[src/rtl/fp16_mul_arbiter.sv]
// Round-robin front end for one shared FP16 multiplier: grants one requester at a time,
// issues its operands with a start pulse, captures the product after MUL_LAT cycles, and returns it tagged.
module fp16_mul_arbiter #(
  parameter int N_REQ   = 4,
  parameter int ID_W    = 2,
  parameter int MUL_LAT = 2
) (
  input  logic                 clk,
  input  logic                 rst,
  input  logic [N_REQ-1:0]     req_valid,
  input  logic [16*N_REQ-1:0]  req_a,
  input  logic [16*N_REQ-1:0]  req_b,
  output logic [N_REQ-1:0]     req_ready,
  output logic                 mul_start,
  output logic [15:0]          mul_a,
  output logic [15:0]          mul_b,
  input  logic [15:0]          mul_result,
  output logic                 rsp_valid,
  output logic [ID_W-1:0]      rsp_id,
  output logic [15:0]          rsp_data,
  input  logic                 rsp_ready,
  output logic                 busy
);

  // Handshakes: a transfer happens on a rising edge where valid && ready are both high.
  // req_ready is a combinational one-hot grant in IDLE; rsp_valid holds until rsp_ready.
  typedef enum logic [1:0] {S_IDLE, S_ISSUE, S_WAIT, S_RESP} state_t;

  state_t          r_state;
  state_t          w_next_state;
  logic [ID_W-1:0] r_rr_ptr;
  logic [ID_W-1:0] r_id;
  logic [ID_W-1:0] w_winner;
  logic [ID_W-1:0] w_next_ptr;
  logic            w_any;
  int              w_idx;
  logic [3:0]      r_cnt;
  logic [15:0]     r_op_a;
  logic [15:0]     r_op_b;
  logic [15:0]     r_rsp_data;
  logic            w_accept;
  logic            w_capture;
  logic            w_rsp_done;

  // Scan offsets from farthest to nearest so the nearest valid requester to rr_ptr wins.
  always_comb begin
    w_any    = 1'b0;
    w_winner = '0;
    w_idx    = 0;
    for (int k = N_REQ - 1; k >= 0; k--) begin
      w_idx = int'(r_rr_ptr) + k;
      if (w_idx >= N_REQ) w_idx = w_idx - N_REQ;
      if (req_valid[w_idx]) begin
        w_any    = 1'b1;
        w_winner = ID_W'(w_idx);
      end
    end
  end

  assign w_next_ptr = (r_id == ID_W'(N_REQ - 1)) ? '0 : r_id + 1'b1;

  always_comb begin
    w_next_state = r_state;
    w_accept     = 1'b0;
    w_capture    = 1'b0;
    w_rsp_done   = 1'b0;
    case (r_state)
      S_IDLE: begin
        if (w_any) begin
          w_accept     = 1'b1;
          w_next_state = S_ISSUE;
        end
      end
      S_ISSUE: w_next_state = S_WAIT;
      S_WAIT: begin
        if (r_cnt == 4'd0) begin
          w_capture    = 1'b1;
          w_next_state = S_RESP;
        end
      end
      S_RESP: begin
        if (rsp_ready) begin
          w_rsp_done   = 1'b1;
          w_next_state = S_IDLE;
        end
      end
      default: w_next_state = S_IDLE;
    endcase
  end

  always_ff @(posedge clk or posedge rst) begin
    if (rst) begin
      r_state <= S_IDLE;
    end else begin
      r_state <= w_next_state;
    end
  end

  always_ff @(posedge clk or posedge rst) begin
    if (rst) begin
      r_rr_ptr   <= '0;
      r_id       <= '0;
      r_cnt      <= 4'd0;
      r_op_a     <= 16'd0;
      r_op_b     <= 16'd0;
      r_rsp_data <= 16'd0;
    end else begin
      if (w_accept) begin
        r_op_a <= req_a[16*w_winner +: 16];
        r_op_b <= req_b[16*w_winner +: 16];
        r_id   <= w_winner;
      end
      // Counter reaches zero in the last WAIT cycle, MUL_LAT edges after the start pulse.
      if (r_state == S_ISSUE) begin
        r_cnt <= 4'(MUL_LAT - 1);
      end else if (r_state == S_WAIT && r_cnt != 4'd0) begin
        r_cnt <= r_cnt - 1'b1;
      end
      if (w_capture) r_rsp_data <= mul_result;
      if (w_rsp_done) r_rr_ptr <= w_next_ptr;
    end
  end

  assign req_ready = (r_state == S_IDLE && w_any) ? (N_REQ'(1) << w_winner) : '0;
  assign mul_start = (r_state == S_ISSUE);
  assign mul_a     = r_op_a;
  assign mul_b     = r_op_b;
  assign rsp_valid = (r_state == S_RESP);
  assign rsp_id    = r_id;
  assign rsp_data  = r_rsp_data;
  assign busy      = (r_state != S_IDLE);

endmodule
[config.mk]
export PLATFORM = sky130hd
export DESIGN_NAME = fp16_mul_arbiter
export DESIGN_NICKNAME = d
export VERILOG_FILES = /design/src/rtl/fp16_mul_arbiter.sv
export SDC_FILE = /design/constraint.sdc
export NUM_CORES = 1
export LEC_CHECK = 0
export CAP_MARGIN = 20
export CELL_PAD_IN_SITES_DETAIL_PLACEMENT = 0
export CELL_PAD_IN_SITES_GLOBAL_PLACEMENT = 2
export CORE_MARGIN = 4
export CORE_UTILIZATION = 22
export CTS_CLUSTER_DIAMETER = 60
export DETAILED_ROUTE_END_ITERATION = 16
export PLACE_DENSITY_LB_ADDON = 0.1
export RECOVER_POWER = 25
export SLEW_MARGIN = 20
export SYNTH_ARGS = -nofsm -noshare
export SYNTH_HDL_FRONTEND = slang
export SYNTH_SLANG_ARGS = --single-unit
[constraint.sdc]
create_clock -name clk -period 6.8 [get_ports clk]
set_clock_uncertainty 0.15 [all_clocks]
set_input_delay 2.04 -clock clk [delete_from_list [all_inputs] [get_ports clk]]
set_output_delay 2.04 -clock clk [all_outputs]
set_load 0.01 [all_outputs]
=== Yosys cells after proc, flatten, opt, wreduce, memory -nomap -nowiden ===
Cells that the tools add are included.
W data, S select, Z words.

* Bits in registers: 58
* Bits in latches: 0
* Memory bits (writable): 0
* ROM bits: 0
* Input bits: 151
* Output and inout port bits: 57
* Word-level logic and storage cells: 80
* Memories: 0

* Add/sub/neg operators: 9
* Multiply operators: 0
* Div/mod/pow operators: 0
* $lt $le $gt $ge: 8
* Equal/unequal tests: 7
* Shift operators: 3
* Muxes and demuxes: 38
* Bitwise gates (word level): 0
* Reduce and logical (&&, ||, !) cells: 8

{| class="wikitable"
|+ Operators by type and width
! cell !! count
|-
| $lt A32 B4 Y1 const B || 4
|-
| $mux W32 || 4
|-
| $shiftx A64 B7 Y16 || 2
|-
| $mux W1 || 18
|-
| $mux W2 || 8
|-
| $mux W4 || 3
|-
| $sub A3 B3 Y4 const B || 3
|-
| $ge A3 B3 Y1 const B || 3
|-
| $bmux W1 S2 || 4
|-
| $pmux W2 S4 || 1
|-
| $add A2 B2 Y3 const B || 2
|-
| $eq A2 B2 Y1 const B || 3
|-
| $logic_not A4 Y1 || 1
|-
| $ne A2 B2 Y1 const B || 2
|-
| $reduce_bool A2 Y1 || 2
|-
| $reduce_bool A4 Y1 || 1
|-
| $shl A1 B2 Y4 const A || 1
|-
| $sub A2 B3 Y4 const B || 1
|-
| $sub A4 B1 Y4 const B || 1
|-
| $add A2 B1 Y3 const B || 1
|-
| $ge A2 B3 Y1 const B || 1
|-
| $reduce_and A3 Y1 || 1
|-
| $add A2 B1 Y2 const B || 1
|-
| $eq A2 B1 Y1 const B || 1
|-
| other kinds (3) || 4
|}

=== Depth between registers and ports, before layout ===
Gate-level depths: netlist (run 1).

* Word-level depth: 12
* Mapped depth: 8
* Mapped depth without buffers: 6

=== Least setup slack after synthesis (run 1) ===
No wires, ideal clock.

* Path type: input to output
* Start point: input port req_valid[2]
* End point: output port req_ready[1]
* Data arrival time: 3.232 ns
* Required time: 4.610 ns
* Setup slack: 1.378 ns
* Stages: 6
* Buffers on the path: 2
* Cell sequence: nor2b_1 -> a21o_1 -> a211o_1 -> buf_2 -> buf_2 -> nor3b_1

* Word-level cells in the longest chain between the ends: 9
* Elaborated cells on any way between the ends: 23
* Those cells by class: 1 x shift; 21 x mux; 1 x reduce/logical

{| class="wikitable"
|+ RTL lines
! item !! line !! RTL
|-
| from (decl) || 10 || <nowiki>input logic [N_REQ-1:0] req_valid,</nowiki>
|-
| $bmux W1 S2 || 53 || <nowiki>if (req_valid[w_idx]) begin</nowiki>
|-
| $mux W1 (implied by the code) (2 in series) || 53 ||
|-
| $mux W2 or $mux W1 (tied branches) (4 in series) || 53 ||
|-
| $shl A1 B2 Y4 or $logic_and A1 B1 Y1 (tied branches) || 124 || <nowiki>assign req_ready = (r_state == S_IDLE && w_any) ? (N_REQ'(1) << w_winner) : '0;</nowiki>
|-
| $mux W4 * || 124 ||
|-
| to (decl) || 13 || <nowiki>output logic [N_REQ-1:0] req_ready,</nowiki>
|}

Every way passes the cells marked *; elsewhere a longest branch is shown, timed or not. The select of a mux whose other input is x is not followed.

=== Worst setup path after layout (run 1) ===
* Start point: input port req_valid[1]
* End point: output port req_ready[1]

The elaborated chain is that of the path after synthesis.

==> results.py, run 1 <==
metrics = {
    "critical_path": {
        "rrSetupSlack_ns": 4.29,
        "cp_max_fo": 6,
        "endpoint_kind": "primary output",
        "cp.required_ns": 4.61,
        "arrival_ns": 3.96,
        "crit_type": "input pin to primary output",
        "crit_path_start_kind": "input pin",
    },
    "die": {
        "core_area_um2": 14000,
        "die_h_um": 128,
        "die_w_um": 128,
        "num_io_pins": 208,
        "rows": 43,
        "dieArea_um2": 16400,
        "initial_core_util_pct": 22.7,
    },
    "placed_design": {
        "place_congestion": 0.753,
        "port_buffers": 207,
        "pre_cts_slack_ns": 0.651,
        "dp_hpwl_mm": 8.58,
    },
    "global_route": {
        "grt_pass1_wl_mm": 17.9,
        "gr-total-overflow": 0,
        "grtUsageTotal_pct": 14.1,
        "met1_usage_pct": 16.7,
        "met3_usage_pct": 4.42,
        "grt_busiest_layer": "met2",
        "grt_max_degree": 44,
        "antenna_found_initial": 0,
        "grt_util_met2_pct": 24.3,
        "grt_pass1_vias": 3276,
    },
    "synthesis": {
        "synth-seq-cells": 58,
        "synthMuxAreaShare_pct": 26.2,
        "syn_inst": 285,
        "synthAdderAreaFrac_pct": 2.76,
        "ys_warn_count": 0,
        "synth_top_family_by_area": "multiplexers",
        "synth_enable_flop_cells": 0,
        "synth_cell_type_count": 31,
        "synth_xor_area_share_pct": 0.828,
        "synth-seq-area-share_pct": 45.7,
        "syn_area_um2": 3170,
        "synthFlopType": "dfrtp_1",
        "syn_avg_cell_area_um2": 11.1,
        "async_flop_share_pct": 100,
        "synth_nets": 443,
        "synth_compound_area_share_pct": 11.8,
        "synth-simple-area-share_pct": 8.32,
    },
    "power": {
        "p_leak_uw": 0.00252,
        "power_switching_share_pct": 35.2,
        "p_seq_share_pct": 26.8,
        "pwr-share-clk_pct": 21.6,
        "ir_drop_mv": 0.159,
        "powerDensity_nw_per_um2": 397,
        "pwr-share-comb_pct": 51.6,
        "intPower_uw": 1470,
        "p_switching_uw": 802,
    },
    "sta": {
        "fin_hold_ws_ns": 0.333,
        "slew_violations": 42,
        "worst_pin_slew_ns": 2.37,
        "report.final.hold_viol_count": 0,
        "fin_crit_sh_pct": 90.4,
        "min_period_ns": 6.15,
        "setup_viol": 0,
        "relSlewSlack_pct": -58.1,
        "fin_ws_ns": 0.654,
        "fmax_ghz": 0.163,
        "rsz0062_at_grt": "no",
        "tns_ns": 0,
    },
    "run": {
        "drv_cap": 1,
    },
    "detailed_routing": {
        "first_pass_iters": 4,
        "drt_iter0_drc": 126,
        "wire_per_inst_um": 17.3,
        "antenna_left": 0,
        "num_vias": 3010,
        "routed_wl_mm": 11.6,
        "vias_per_cell": 4.48,
        "drc": 0,
    },
    "clock_network": {
        "hold_buffers": 0,
        "postCtsSetupBuffers": 0,
        "htree_levels": 3,
        "cts_root_buffer": "clkbuf_16",
        "numCtsBuffers": 9,
        "cts_resized": 0,
        "clk_pin_slew_ns": 0.05,
        "cts_tree": "built",
        "clock-sinks": 58,
        "clkLatencyLatePin_ns": 0.33,
        "cts_buffer_depth": 2,
    },
    "final_layout": {
        "nets": 645,
        "drive_gt1_share_pct": 8.33,
        "diodes": 0,
        "fill_cells": 1414,
        "area_growth_pct": 80.4,
    },
    "hold_path": {
        "holdCritPathClass": "register to register",
    },
    "status": {
        "outcome": "finished, violations left",
        "violations": "capacitance limit, slew limit",
    },
}
## kinds of logic after synthesis
logic type | Yosys count
muxes | 81
and+or+nand+nor | 62
DFF | 58
AOI/OAI and AO/OA | 45
buffers and inverters | 29
adders and majority gates | 7
xor gates and xnor gates | 3
## worst paths after layout
kind / from / endpoint / depth (start not counted)
min reg2reg: mul_a[10] / mul_a[10] / 2
min in group asynchronous: rst / rsp_data[7] / 2
max reg2reg: r_state[0] / mul_a[0] / 6
min: mul_a[10] / mul_a[10] / 2
max in group asynchronous: rst / mul_b[9] / 3
max: req_valid[1] / req_ready[1] / 6
## final cells by class
class / count / area, um^2 / area share [%]
clock buffers: 11 / 243 / 4.24
clock inverters: 5 / 77.6 / 1.35
inverters: 8 / 30.0 / 0.524
multi-input cells: 198 / 1600 / 27.9
repair buffers: 212 / 2110 / 36.8
well taps: 180 / 225 / 3.93
flip-flops and latches: 58 / 1450 / 25.3
## power by group through the flow
| stage | combinational (uW) | sequential (uW) | clock, uW |
|---|---|---|---|
| floorplan | 568 | 677 | 0 |
| global placement | 1200 | 611 | 0 |
| detailed placement | 1210 | 615 | 0 |
| CTS | 1210 | 613 | 507 |
| global route | 1290 | 634 | 520 |
| finish | 1180 | 609 | 492 |
## cell usage after synthesis (2+ instances only)
master	n	area (um^2)
mux2_2	17	191
ha_1	7	87.6
inv_1	7	26.3
buf_6	2	22.5
o221ai_1	32	280
buf_2	12	60.1
clkbuf_1	6	22.5
mux2i_1	64	641
nand2b_1	4	25.0
and3_1	2	12.5
nand2_1	42	158
xor2_1	2	17.5
nor2_1	7	26.3
dfrtp_1	58	1450
nor3_1	2	10.0
o21ai_0	4	20.0
nor2b_1	2	12.5
a21oi_1	2	10.0
## worst max-delay path: stages
cell and delay, ns:
clkdlybuf4s50_1 0.52, nand2b_1 0.14, a21oi_1 0.06, o32ai_2 0.40, nor3b_1 0.24, clkdlybuf4s50_1 0.56
## flip-flops by register name, summed over array words and instances, names as in the netlist
signal / count
mul_a: 16
mul_b: 16
rsp_data: 16
r_cnt: 4
r_rr_ptr: 2
r_state: 2
rsp_id: 2
## stage by stage
| step | cell area [um^2] | util [%] | power [uW] | std cells |
|---|---|---|---|---|
| global route | 5730 | 40.9 | 2450 | 672 |
| finish | 5730 | 40.9 | 2280 | 672 |
| CTS | 5730 | 41.0 | 2330 | 672 |
| global placement | 5410 | 38.7 | 1810 | 656 |
| floorplan | 3170 | - | 1240 | 285 |
| detailed placement | 5410 | 38.7 | 1820 | 656 |
## metal layers
layer / vias up / wire length, um / share of wire, %
met3: 13 / 797 / 6.9
li1: 1458 / - / -
met1: 1425 / 4640 / 40
met5: - / 0 / 0
met2: 114 / 6010 / 52
met4: 0 / 188 / 1.6
## layout by cell type (no fill, tap or decap), types with 2 or more instances in the layout
| cell | count |
|---|---|
| o21ai_0 | 4 |
| nand2_1 | 42 |
| bufinv_16 | 2 |
| mux2i_1 | 64 |
| mux2_2 | 17 |
| clkdlybuf4s50_1 | 189 |
| ha_1 | 7 |
| and3_1 | 2 |
| a21oi_1 | 2 |
| clkbuf_1 | 2 |
| xor2_1 | 2 |
| nand2b_1 | 3 |
| dfrtp_1 | 58 |
| buf_4 | 4 |
| nor3_1 | 2 |
| nor2_1 | 7 |
| nor2b_1 | 2 |
| dlygate4sd3_1 | 18 |
| o221ai_1 | 32 |
| inv_1 | 7 |
| clkinv_2 | 2 |
| clkbuf_16 | 9 |
(Power assumes the default switching activity.)
==> inputs of run 2 (changes only) <==
PLACE_DENSITY = 0.86   (was unset)
PLACE_DENSITY_LB_ADDON = unset   (was 0.1)
==> run 2 against run 1 <==
Against the previous run: the flow still finishes with violations (capacitance limit, slew limit); setup slack lost 0.086 ns; worst hold slack worse by 0.0022 ns; utilization decreased by 0.27 points; clock power is 9.1% lower; critical path depth unchanged; global-route usage decreased by 0.75 points; non-clock buffer count down 2; sequential share of layout area is 0.17 points higher; register-to-register slack got worse by 0.09 ns; combinational power about the same; sequential power up 1%; total power fell by 2.5%.
==> results.py, run 2 (synthesis results as in run 1) <==
metrics = {
    "detailed_routing": {
        "num_vias": 3026,
        "routed_wl_mm": 11.1,
        "first_pass_iters": 4,
        "drt_iter0_drc": 87,
        "drc": 0,
        "wire_per_inst_um": 16.6,
        "vias_per_cell": 4.52,
        "antenna_left": 0,
    },
    "global_route": {
        "grt_pass1_wl_mm": 17.1,
        "antenna_found_initial": 0,
        "met1_usage_pct": 14.8,
        "grt_pass1_vias": 3332,
        "grt_util_met2_pct": 24.1,
        "met3_usage_pct": 4.13,
        "grt_busiest_layer": "met2",
        "grtUsageTotal_pct": 13.4,
        "grt_max_degree": 59,
        "gr-total-overflow": 0,
    },
    "sta": {
        "relSlewSlack_pct": -118,
        "fin_crit_sh_pct": 91.6,
        "rsz0062_at_grt": "no",
        "min_period_ns": 6.23,
        "fmax_ghz": 0.160,
        "tns_ns": 0,
        "worst_pin_slew_ns": 3.26,
        "report.final.hold_viol_count": 0,
        "slew_violations": 59,
        "setup_viol": 0,
    },
    "placed_design": {
        "place_congestion": 0.806,
        "dp_hpwl_mm": 8.46,
        "dpl_cell_area_um2": 5400,
        "port_buffers": 207,
    },
    "critical_path": {
        "cp-startpoint": "req_valid[2]",
        "reg2reg_from": "r_rr_ptr[0]",
        "crit_type": "input pin to primary output",
        "cp.required_ns": 4.61,
        "crit_path_start_kind": "input pin",
        "arrival_ns": 4.04,
        "endpoint_kind": "primary output",
        "cp_max_fo": 13,
    },
    "clock_network": {
        "cts_tree": "built",
        "cts_resized": 0,
        "postCtsSetupBuffers": 0,
        "clock-sinks": 58,
        "clkLatencyLatePin_ns": 0.32,
        "hold_buffers": 0,
        "cts_root_buffer": "clkbuf_16",
        "htree_levels": 3,
        "numCtsBuffers": 9,
        "clk_pin_slew_ns": 0.05,
        "cts_buffer_depth": 2,
    },
    "final_layout": {
        "drive_gt1_share_pct": 8.37,
        "multi_input_area_um2": 1600,
        "regArea_um2": 1450,
        "final_common_cell": "clkdlybuf4s50_1",
        "area_growth_pct": 79.3,
        "final_cell_mix": "clkdlybuf4s50_1, mux2i_1, dfrtp_1, nand2_1, o221ai_1",
        "diodes": 0,
        "design_area_um2": 5690,
        "fill_cells": 1398,
        "nets": 643,
    },
    "die": {
        "die_w_um": 128,
        "rows": 43,
        "core_area_um2": 14000,
        "die_h_um": 128,
        "initial_core_util_pct": 22.7,
        "num_io_pins": 208,
        "dieArea_um2": 16400,
    },
    "run": {
        "drv_cap": 1,
    },
    "status": {
        "violations": "capacitance limit, slew limit",
        "outcome": "finished, violations left",
    },
    "power": {
        "powerDensity_nw_per_um2": 390,
        "p_seq_share_pct": 27.7,
        "intPower_uw": 1420,
        "p_leak_uw": 0.00249,
        "ir_drop_mv": 0.145,
        "p_switching_uw": 794,
        "pwr-share-comb_pct": 52.1,
        "pwr-share-clk_pct": 20.1,
        "power_switching_share_pct": 35.8,
    },
    "hold_path": {
        "holdCritStartpoint": "mul_a[1]",
        "holdCritPathClass": "register to register",
    },
}
[run 2: path summary, 6_finish.rpt]
path                                     end  slack (ns)  cells past startpoint
max in group asynchronous          mul_a[11]        1.40                      3
min in group asynchronous          mul_a[15]        3.27                      3
worst max-delay path            req_ready[1]        0.57                      6
worst min-delay path                mul_a[1]        0.33                      2
worst max register to register     mul_b[10]        4.20                      6
worst min register to register      mul_a[1]        0.33                      2
[run 2: final cells by class]
cell class	count	area share [%]
timing repair buffer	210	36.7
multi-input combinational	198	28.1
sequential	58	25.5
clock buffer	9	3.96
tap	180	3.96
clock inverter	7	1.23
inverter	8	0.528
[run 2: per-layer routing]
metal  routed length [um]  vias to the layer above
met5                    0                        -
met4                  205                        0
met3                  801                       16
met2                 5870                      113
met1                 4230                     1450
li1                     -                     1447
[run 2: worst max-delay path: stages]
cell and delay (ns):
clkdlybuf4s50_1 0.44, nor2b_1 0.18, a21o_1 0.17, a211o_4 0.42, nor3b_1 0.22, clkdlybuf4s50_1 0.57
[run 2: power groups by stage]
stage	Sequential (uW)	Clock [uW]	Combinational, uW
final	615	447	1160
after global routing	638	481	1260
after CTS	617	460	1190
after detailed placement	619	0	1180
after global placement	613	0	1160
after floorplan	677	0	568
[run 2: per-stage QoR]
stage / hold slack, ns / utilization [%] / power (uW) / setup slack, ns / std cells
floorplan: 0.312 / - / 1240 / 1.38 / 285
global placement: 0.318 / 38.6 / 1780 / 0.590 / 654
detailed placement: 0.322 / 38.6 / 1800 / 0.586 / 654
CTS: 0.336 / 40.7 / 2260 / 0.573 / 670
global route: 0.361 / 40.7 / 2380 / 0.453 / 670
finish: 0.330 / 40.7 / 2220 / 0.568 / 670
